<file path="src/rtl/micro_sequencer_alu.sv">
// micro_sequencer_alu
//   Hardwired control sequencer for instruction fetch and ALU reg/imm execution.
//   Drives the datapath bus-drive and load strobes each cycle from a Moore FSM.
//   Fetch waits on MemReady with a timeout. The block supports run/stop control,
//   an illegal-opcode trap and HALT.
// Ports
//   Clock, Clear (async, active-low)       clock / reset
//   Run, StopReq, MemReady                 control level, stop pulse, memory data valid
//   IR[DATA_W-1:0]                         instruction register (opcode in top OPC_W bits)
//   PCout Zlowout MDRout Rout Cout         bus-drive strobes
//   MARin Zin PCin MDRin IRin Yin Rin      load strobes
//   IncPC Read Gra Grb Grc                 PC increment, memory read, register selects
//   AluOp[3:0]                             one-hot {OR,AND,SUB,ADD}, 0 = pass-through
//   Busy                                   1 outside IDLE/HALT/TRAP
//   Trap[1:0]                              sticky cause: 01 illegal opcode, 10 memory timeout
module micro_sequencer_alu #(
  parameter int unsigned DATA_W      = 32,
  parameter int unsigned OPC_W       = 5,
  parameter int unsigned MEM_TIMEOUT = 15
) (
  input  logic              Clock,
  input  logic              Clear,
  input  logic              Run,
  input  logic              StopReq,
  input  logic              MemReady,
  input  logic [DATA_W-1:0] IR,
  output logic              PCout,
  output logic              Zlowout,
  output logic              MDRout,
  output logic              Rout,
  output logic              Cout,
  output logic              MARin,
  output logic              Zin,
  output logic              PCin,
  output logic              MDRin,
  output logic              IRin,
  output logic              Yin,
  output logic              Rin,
  output logic              IncPC,
  output logic              Read,
  output logic              Gra,
  output logic              Grb,
  output logic              Grc,
  output logic [3:0]        AluOp,
  output logic              Busy,
  output logic [1:0]        Trap
);

  typedef enum logic [3:0] {
    S_IDLE, S_T0, S_T1, S_T2, S_T3, S_T4, S_T5, S_HALT, S_TRAP
  } state_t;

  typedef struct packed {
    logic       pc_out, zlow_out, mdr_out, r_out, c_out;
    logic       mar_in, z_in, pc_in, mdr_in, ir_in, y_in, r_in;
    logic       inc_pc, read, gra, grb, grc;
    logic [3:0] alu_op;
    logic       busy;
  } ctl_t;

  localparam logic [OPC_W-1:0] OP_ADD  = OPC_W'(5'b00011);
  localparam logic [OPC_W-1:0] OP_SUB  = OPC_W'(5'b00100);
  localparam logic [OPC_W-1:0] OP_AND  = OPC_W'(5'b00101);
  localparam logic [OPC_W-1:0] OP_OR   = OPC_W'(5'b00110);
  localparam logic [OPC_W-1:0] OP_ADDI = OPC_W'(5'b01001);
  localparam logic [OPC_W-1:0] OP_ANDI = OPC_W'(5'b01010);
  localparam logic [OPC_W-1:0] OP_ORI  = OPC_W'(5'b01011);
  localparam logic [OPC_W-1:0] OP_HALT = OPC_W'(5'b11011);

  // T1 occupies exactly MEM_TIMEOUT cycles without MemReady before trapping.
  localparam logic [7:0] TIMEOUT_LAST = 8'(MEM_TIMEOUT - 1);

  state_t     state, next;
  ctl_t       ctl, ctl_nxt;
  logic [7:0] wait_cnt, wait_nxt;
  logic       stop_flag, stop_nxt;
  logic       halt_armed, armed_nxt;
  logic [1:0] trap_q, trap_nxt;

  logic [OPC_W-1:0] op;
  logic             op_rtype, op_itype;
  logic [3:0]       op_alu;
  logic             unused_ir;

  assign op        = IR[DATA_W-1 -: OPC_W];
  assign unused_ir = ^IR[DATA_W-OPC_W-1:0];

  always_comb begin
    op_rtype = 1'b0;
    op_itype = 1'b0;
    op_alu   = '0;
    case (op)
      OP_ADD:  begin op_rtype = 1'b1; op_alu = 4'b0001; end
      OP_SUB:  begin op_rtype = 1'b1; op_alu = 4'b0010; end
      OP_AND:  begin op_rtype = 1'b1; op_alu = 4'b0100; end
      OP_OR:   begin op_rtype = 1'b1; op_alu = 4'b1000; end
      OP_ADDI: begin op_itype = 1'b1; op_alu = 4'b0001; end
      OP_ANDI: begin op_itype = 1'b1; op_alu = 4'b0100; end
      OP_ORI:  begin op_itype = 1'b1; op_alu = 4'b1000; end
      default: ;
    endcase
  end

  always_comb begin
    next      = state;
    ctl_nxt   = '0;
    wait_nxt  = wait_cnt;
    stop_nxt  = stop_flag;
    armed_nxt = halt_armed;
    trap_nxt  = trap_q;

    if (StopReq && state != S_IDLE) stop_nxt = 1'b1;

    case (state)
      S_IDLE: if (Run) next = S_T0;
      S_T0:   next = S_T1;
      S_T1: begin
        if (MemReady) begin
          next = S_T2;
        end else if (wait_cnt == TIMEOUT_LAST) begin
          next     = S_TRAP;
          trap_nxt = 2'b10;
        end else begin
          wait_nxt = wait_cnt + 8'd1;
        end
      end
      S_T2:   next = S_T3;
      S_T3: begin
        if (op_rtype || op_itype) begin
          next = S_T4;
        end else if (op == OP_HALT) begin
          next = S_HALT;
        end else begin
          next     = S_TRAP;
          trap_nxt = 2'b01;
        end
      end
      S_T4:   next = S_T5;
      S_T5:   next = (stop_flag || StopReq || !Run) ? S_IDLE : S_T0;
      S_HALT: begin
        // Resume needs Run seen low while halted, then high again.
        if (!Run)            armed_nxt = 1'b1;
        else if (halt_armed) next      = S_T0;
      end
      S_TRAP: ;
      default: next = S_IDLE;
    endcase

    if (next == S_T1 && state != S_T1)     wait_nxt  = '0;
    if (next == S_IDLE)                    stop_nxt  = 1'b0;
    if (next == S_HALT && state != S_HALT) armed_nxt = 1'b0;

    // Outputs are the registered decode of the next state.
    case (next)
      S_T0: begin
        ctl_nxt.pc_out = 1'b1; ctl_nxt.mar_in = 1'b1;
        ctl_nxt.inc_pc = 1'b1; ctl_nxt.z_in   = 1'b1;
        ctl_nxt.busy   = 1'b1;
      end
      S_T1: begin
        ctl_nxt.read   = 1'b1; ctl_nxt.mdr_in = 1'b1;
        ctl_nxt.busy   = 1'b1;
        if (state != S_T1) begin
          ctl_nxt.zlow_out = 1'b1; ctl_nxt.pc_in = 1'b1;
        end
      end
      S_T2: begin
        ctl_nxt.mdr_out = 1'b1; ctl_nxt.ir_in = 1'b1;
        ctl_nxt.busy    = 1'b1;
      end
      S_T3: begin
        ctl_nxt.grb  = 1'b1; ctl_nxt.r_out = 1'b1;
        ctl_nxt.y_in = 1'b1; ctl_nxt.busy  = 1'b1;
      end
      S_T4: begin
        if (op_rtype) begin
          ctl_nxt.grc = 1'b1; ctl_nxt.r_out = 1'b1;
        end else begin
          ctl_nxt.c_out = 1'b1;
        end
        ctl_nxt.alu_op = op_alu;
        ctl_nxt.z_in   = 1'b1;
        ctl_nxt.busy   = 1'b1;
      end
      S_T5: begin
        ctl_nxt.zlow_out = 1'b1; ctl_nxt.gra = 1'b1;
        ctl_nxt.r_in     = 1'b1; ctl_nxt.busy = 1'b1;
      end
      default: ;
    endcase
  end

  always_ff @(posedge Clock or negedge Clear) begin
    if (!Clear) begin
      state      <= S_IDLE;
      ctl        <= '0;
      wait_cnt   <= '0;
      stop_flag  <= 1'b0;
      halt_armed <= 1'b0;
      trap_q     <= '0;
    end else begin
      state      <= next;
      ctl        <= ctl_nxt;
      wait_cnt   <= wait_nxt;
      stop_flag  <= stop_nxt;
      halt_armed <= armed_nxt;
      trap_q     <= trap_nxt;
    end
  end

  assign PCout   = ctl.pc_out;
  assign Zlowout = ctl.zlow_out;
  assign MDRout  = ctl.mdr_out;
  assign Rout    = ctl.r_out;
  assign Cout    = ctl.c_out;
  assign MARin   = ctl.mar_in;
  assign Zin     = ctl.z_in;
  assign PCin    = ctl.pc_in;
  assign MDRin   = ctl.mdr_in;
  assign IRin    = ctl.ir_in;
  assign Yin     = ctl.y_in;
  assign Rin     = ctl.r_in;
  assign IncPC   = ctl.inc_pc;
  assign Read    = ctl.read;
  assign Gra     = ctl.gra;
  assign Grb     = ctl.grb;
  assign Grc     = ctl.grc;
  assign AluOp   = ctl.alu_op;
  assign Busy    = ctl.busy;
  assign Trap    = trap_q;

endmodule

</file>
<file path="config.mk">
export PLATFORM = sky130hd
export DESIGN_NAME = micro_sequencer_alu
export DESIGN_NICKNAME = d
export VERILOG_FILES = /design/src/rtl/micro_sequencer_alu.sv
export SDC_FILE = /design/constraint.sdc
export NUM_CORES = 1
export LEC_CHECK = 0
export BUFFER_PORTS_ARGS = -buffer_cell sky130_fd_sc_hd__buf_2
export CORE_MARGIN = 2
export CORE_UTILIZATION = 41
export CTS_CLUSTER_SIZE = 10
export DETAILED_ROUTE_END_ITERATION = 7
export GPL_TIMING_DRIVEN = 0
export PLACE_DENSITY_LB_ADDON = 0.08
export RECOVER_POWER = 50
export SYNTH_ARGS = -nofsm -noshare
export SYNTH_HDL_FRONTEND = slang
export SYNTH_SLANG_ARGS = --single-unit
export TNS_END_PERCENT = 5
</file>
<file path="constraint.sdc">
create_clock -name Clock -period 4.4 [get_ports Clock]
set_input_delay 0.22 -clock Clock [delete_from_list [all_inputs] [get_ports Clock]]
set_output_delay 0.22 -clock Clock [all_outputs]
set_load 0.01 [all_outputs]
</file>
==> impl_metrics.tcl, run 1 <==
set metrics [dict create \
    status "complete, but fails checks" \
    failed_checks "max-capacitance violations, max-slew violations" \
    ys_seq_elements 32 \
    wl_met1_um 1430 \
    cts_tree "built" \
    crit_path_max_fanout 10 \
    place_congestion 0.817 \
    fin_ws_ns 2.29 \
    grtUsageTotal 0.168 \
    rsz0062_at_grt "no" \
    ctsLongestPathBuffers 2 \
    clock-sinks 32 \
    hp-class "in2reg" \
    fp-row-count 22 \
    numPlacedInstances 237 \
    place_ws_ns 2.34 \
    path_cells "buf_6 -> nor4b_2 -> nand3_1 -> and4_4 -> a2111o_1 -> a22o_1" \
    wl_met3_um 145 \
    die_w_um 67.0 \
    synthCells 159 \
    stdcell_area_um2 1900 \
    arrival_ns 2.28 \
    path_class "reg2reg" \
    post_cts_buffers 0 \
    slowest_delay_ns 0.44 \
    place_area_um2 1840 \
    powerDensity_nw_per_um2 572 \
    worst_pin_slew_ns 1.65 \
    setup_viol 0 \
    postRouteAntennaNets 0 \
    critPathRequiredTime_ns 4.57 \
    cts_buffers 5 \
    ctsResizeCount 0 \
    netlist-cell-type-count 51 \
    max_freq_mhz 474 \
    timing_hold_violations_final 0 \
    first_iter_violations 46 \
    finalCriticalPeriod_ns 2.11 \
    area_growth_pct 16.7 \
    drt_wl_total_um 3220 \
    grt_pass1_vias 1260 \
    avgViaCountPerCell 5.22 \
    start_util 0.434 \
    layout.cells.non_filler 244 \
    grt_antenna_before_repair 0 \
    yosys_most_used_dff "dfrtp_1" \
    fin_skew_ns 0.00378 \
    synth.most_common_cell "dfrtp_1" \
    wl_per_cell_um 13.2 \
    clock_latency_ns 0.28 \
    async_reset_ff_frac 1.00 \
    clockRootBuffer "clkbuf_8" \
    grt_pass1_wl_um 5620 \
    boundaryPins 61 \
    drive_gt1_frac 0.219 \
    path_buf_inv 1 \
    p_leak_nw 0.906 \
    synth_area_leaders "dfrtp_1 (49%), nor2_1 (3.9%), buf_4 (2.8%)" \
    post-route-period-util 0.479 \
    netlist_top_cells_count "dfrtp_1 (32), nor2_1 (17), inv_1 (7), buf_2 (6), buf_4 (6)" \
    synth_edf_count 0 \
    netlist.area_leader.share 0.493 \
    nets 235 \
    yosysSeqAreaShare 0.493 \
    drc 0 \
    highest_layer "met4" \
    floorplan.die.height_um 67.0 \
    htree_num_levels 2 \
    dieArea_um2 4480 \
    wl_met2_um 1590 \
    dp_hpwl_um 2310 \
    grt_max_degree 33 \
    synth_top_area_cell "dfrtp_1" \
    overflow 0 \
    clk_pin_slew_worst_paths_ns 0.06 \
    drv_cap 1 \
    relSlewSlack -0.0996 \
    port_buffers 30 \
    critPathLaunchType "flop" \
    path_delay_family "simple AND/OR/NAND/NOR gates" \
    crit_slowest_cell "nor4b_2" \
    avgSynthCellArea_um2 10.2 \
    power.total_mw 1.09 \
    routed-via-count 1274 \
    synthesis.nets 198 \
    slew_viol_final 33 \
    syn-cell-area_um2 1630 \
    first_pass_iters 4 \
    end_kind "flop" \
    core_area_um2 3740 \
    synth_warnings 0 \
    diodes 0 \
    postCtsHoldBufs 0 \
    vdd_drop_max_uv 253 \
    tns_ns 0 \
]
-- final timing paths --
path | startpoint | to | slack [ns] | depth (start not counted)
setup / recovery | state[3] | wait_cnt[4] | 2.29 | 6
hold / removal | IR[30] | AluOp[1] | 0.24 | 2
setup reg to reg | state[3] | wait_cnt[4] | 2.29 | 6
hold reg to reg | halt_armed | halt_armed | 0.51 | 1
max in group asynchronous | Clear | wait_cnt[0] | 3.09 | 1
min in group asynchronous | Clear | state[1] | 0.36 | 1
-- final cells by class --
cell class,count,area (µm²)
buffer,15,93.8
clock buffer,6,72.6
clock inverter,1,5.00
fill,375,1850
inverter,8,30.0
multi-input combinational,104,701
sequential,32,801
tap,48,60.1
timing repair buffer,30,134
-- through the flow --
| stage | util | hold slack [ns] |
|---|---|---|
| after floorplan | - | -0.0756 |
| after global placement | 0.490 | 0.298 |
| after detailed placement | 0.490 | 0.318 |
| after CTS | 0.511 | 0.00978 |
| after global routing | 0.507 | 0.249 |
| final | 0.507 | 0.240 |
-- routing by layer --
metal / vias to the layer above / track usage
met5: - / 0
met4: 0 / 0.0765
met3: 7 / 0.0405
met2: 28 / 0.286
met1: 616 / 0.198
li1: 623 / -
-- cells by family after synthesis --
logic type | after synthesis | synth area share
fa+ha+maj | 3 | 0.0223
mux | 2 | 0.0123
compound gates | 26 | 0.111
xor+xnor | 7 | 0.0377
buf+inv | 23 | 0.0762
simple gates | 66 | 0.248
flops | 32 | 0.493
-- layout by cell type, fill, tap and decap left out, drive strengths merged, types with 3 or more instances in the layout --
cell type and count:
dfrtp 32, nand2b 3, nand3 4, a21oi 5, o21a 3, and2 4, inv 7, nor2 17
nor3b 5, clkbuf 21, xor2 5, nand4 3, nor2b 4, nand2 3, o21ai 6, buf 30
nor4b 4, nor3 5
-- registers in the layout, indices dropped and copies added, names as in the netlist, 2 cells and up --
register  cells
AluOp         4
Trap          2
state         4
wait_cnt      8
-- power by group --
part	total [mW]	switching, mW	internal, mW
Clock	0.207	0.100	0.107
Sequential	0.423	0.0478	0.375
Combinational	0.456	0.261	0.195
Total	1.09	0.409	0.677
-- worst reg2reg max path, cell delays in order, from the launching register on --
cell	delay, ns
dfrtp_1	0.38
buf_6	0.14
nor4b_2	0.44
nand3_1	0.24
and4_4	0.24
a2111o_1	0.38
a22o_1	0.18
(Power assumes the default switching activity.)
==> inputs of run 2 (changes only) <==
- clock period: 4.4 -> 2.1 ns (I/O delays scaled with it)
==> run 2 against run 1 <==
Critical endpoint unchanged. Hold slack got worse by 0.11 ns. The flow now finishes without violations. First-iteration DRC count increased by 17%. Largest cell class unchanged. Via count increased by 0.78%. Clock power increased by 110%. Critical path depth decreased by 1. Combinational power increased by 110%. Clock skew decreased by 0.0010 ns. Setup slack got worse by 2.2 ns.
==> impl_metrics.tcl, run 2 (synthesized netlist as in run 1, its figures left out) <==
set metrics [dict create \
    status "finished, final reports clean" \
    r2r_slack_ns 0.05 \
    place_congestion 0.817 \
    max_freq_mhz 489 \
    critPathLaunchType "flop" \
    overflow 0 \
    grt_pass1_vias 1260 \
    crit_end "wait_cnt[4]" \
    swShare 0.381 \
    area.sequential_um2 801 \
    regMostFlops "wait_cnt" \
    finalCriticalPeriod_ns 2.05 \
    diodes 0 \
    seq_power_share 0.387 \
    clk_pin_slew_worst_paths_ns 0.06 \
    dp_hpwl_um 2310 \
    vdd_drop_max_uv 532 \
    r2r_cells 5 \
    htree_num_levels 2 \
    dieArea_um2 4480 \
    end_kind "flop" \
    p_sw_uw 876 \
    place_ws_ns 0.0398 \
    postRouteAntennaNets 0 \
    nets 236 \
    regToRegEndpoint "wait_cnt[4]" \
    crit_slowest_cell "or4b_1" \
    floorplan.die.height_um 67.0 \
    ctsLongestPathBuffers 2 \
    slew_viol_final 0 \
    r2r-start "state[1]" \
    grtUsageTotal 0.168 \
    path_delay_family "simple AND/OR/NAND/NOR gates" \
    most-common-layout-cells "dfrtp_1 (32), clkbuf_1 (21), buf_2 (17), nor2_1 (17), inv_1 (7)" \
    path_buf_inv 1 \
    core_area_um2 3740 \
    comb_power_share 0.424 \
    layout.cells.non_filler 245 \
    path_cells "or4b_1 -> buf_2 -> and4_4 -> a2111o_1 -> a22o_1" \
    numPlacedInstances 237 \
    post-route-period-util 0.974 \
    hp-class "in2reg" \
    routed-via-count 1284 \
    die_w_um 67.0 \
    drive_gt1_frac 0.208 \
    final_common_cell "dfrtp_1" \
    first_pass_iters 4 \
    drc 0 \
    grt_antenna_before_repair 0 \
    cts_buffers 5 \
    first_iter_violations 54 \
    wl_per_cell_um 13.3 \
    arrival_ns 2.21 \
    critPathRequiredTime_ns 2.27 \
    drv_cap 0 \
    area_growth_pct 18.6 \
    largest_reg_flops 8 \
    timing_hold_violations_final 0 \
    cp-startpoint "state[1]" \
    boundaryPins 61 \
    fillers 371 \
    place_area_um2 1840 \
    multi_input_area_um2 727 \
    port_buffers 30 \
    fp-row-count 22 \
    setup_viol 0 \
    drt_wl_total_um 3260 \
    worst-path-stages 5 \
    clock_latency_ns 0.28 \
    clock_power_share 0.189 \
    worst_pin_slew_ns 0.770 \
    p_leak_nw 0.897 \
    grt_max_degree 33 \
    crit_path_max_fanout 7 \
    grt_pass1_wl_um 5620 \
    start_util 0.434 \
    clock-sinks 32 \
    slowest_delay_ns 0.51 \
    internal_power_mw 1.42 \
    powerDensity_nw_per_um2 1190 \
    cts_tree "built" \
    fin_skew_ns 0.00274 \
    min_from "IR[30]" \
    power.total_mw 2.30 \
    relSlewSlack 0.487 \
    stdcell_area_um2 1930 \
    fin_ws_ns 0.0548 \
    clockRootBuffer "clkbuf_8" \
    path_class "reg2reg" \
    avgViaCountPerCell 5.24 \
]
==> run 2: cell count changes in the layout (fill, tap and decap cells not counted), sizes merged <==
cell / before / now
buf: 30 / 24
dlygate4sd3: 0 / 1
clkbuf: 21 / 27
==> run 2: per-stage QoR <==
step | hold slack (ns) | TNS (ns) | util
4_1_cts | 0.111 | 0 | 0.514
5_1_grt | 0.134 | -0.00419 | 0.515
2_1_floorplan | -0.191 | 0 | -
3_3_place_gp | 0.183 | 0 | 0.490
3_5_place_dp | 0.203 | 0 | 0.490
6_report | 0.125 | 0 | 0.515
==> run 2: area by class of cell <==
cell class | instances | area share
flip-flops and latches | 32 | 0.416
multi-input cells | 104 | 0.377
repair buffers | 31 | 0.0714
plain buffers | 15 | 0.0487
clock buffers | 6 | 0.0377
well taps | 48 | 0.0312
inverters | 8 | 0.0156
clock inverters | 1 | 0.00260
==> run 2: worst min-delay path by stage <==
stage	cells past startpoint	end	slack [ns]
after floorplan	0	AluOp[0]	-0.19
after global placement	1	Gra	0.18
after detailed placement	1	Zlowout	0.20
after CTS	2	AluOp[1]	0.11
after global routing	3	stop_flag	0.13
final	2	AluOp[1]	0.12
==> run 2: what timing repair did <==
action | CTS | global route
endpoints found under the hold margin | 32 | 0
hold buffers | 1 | 0
resized for setup | 0 | 4
setup buffers | 0 | 0
setup endpoints to repair | 0 | 2
==> run 2: power by group through the flow <==
| stage | registers (mW) | clock network, mW | logic [mW] |
|---|---|---|---|
| finish | 0.890 | 0.434 | 0.973 |
| floorplan | 0.921 | 0 | 0.651 |
| detailed placement | 0.893 | 0 | 0.967 |
| global placement | 0.882 | 0 | 0.951 |
| CTS | 0.883 | 0.453 | 0.973 |
| global route | 0.915 | 0.476 | 1.09 |
==> run 2: metal layers <==
layer,wire [µm],part of all wire,up-vias,track usage
li1,-,-,626,-
met1,1420,0.44,621,0.198
met2,1640,0.50,32,0.286
met3,155,0.048,5,0.0405
met4,45,0.014,0,0.0765
met5,0,0,-,0
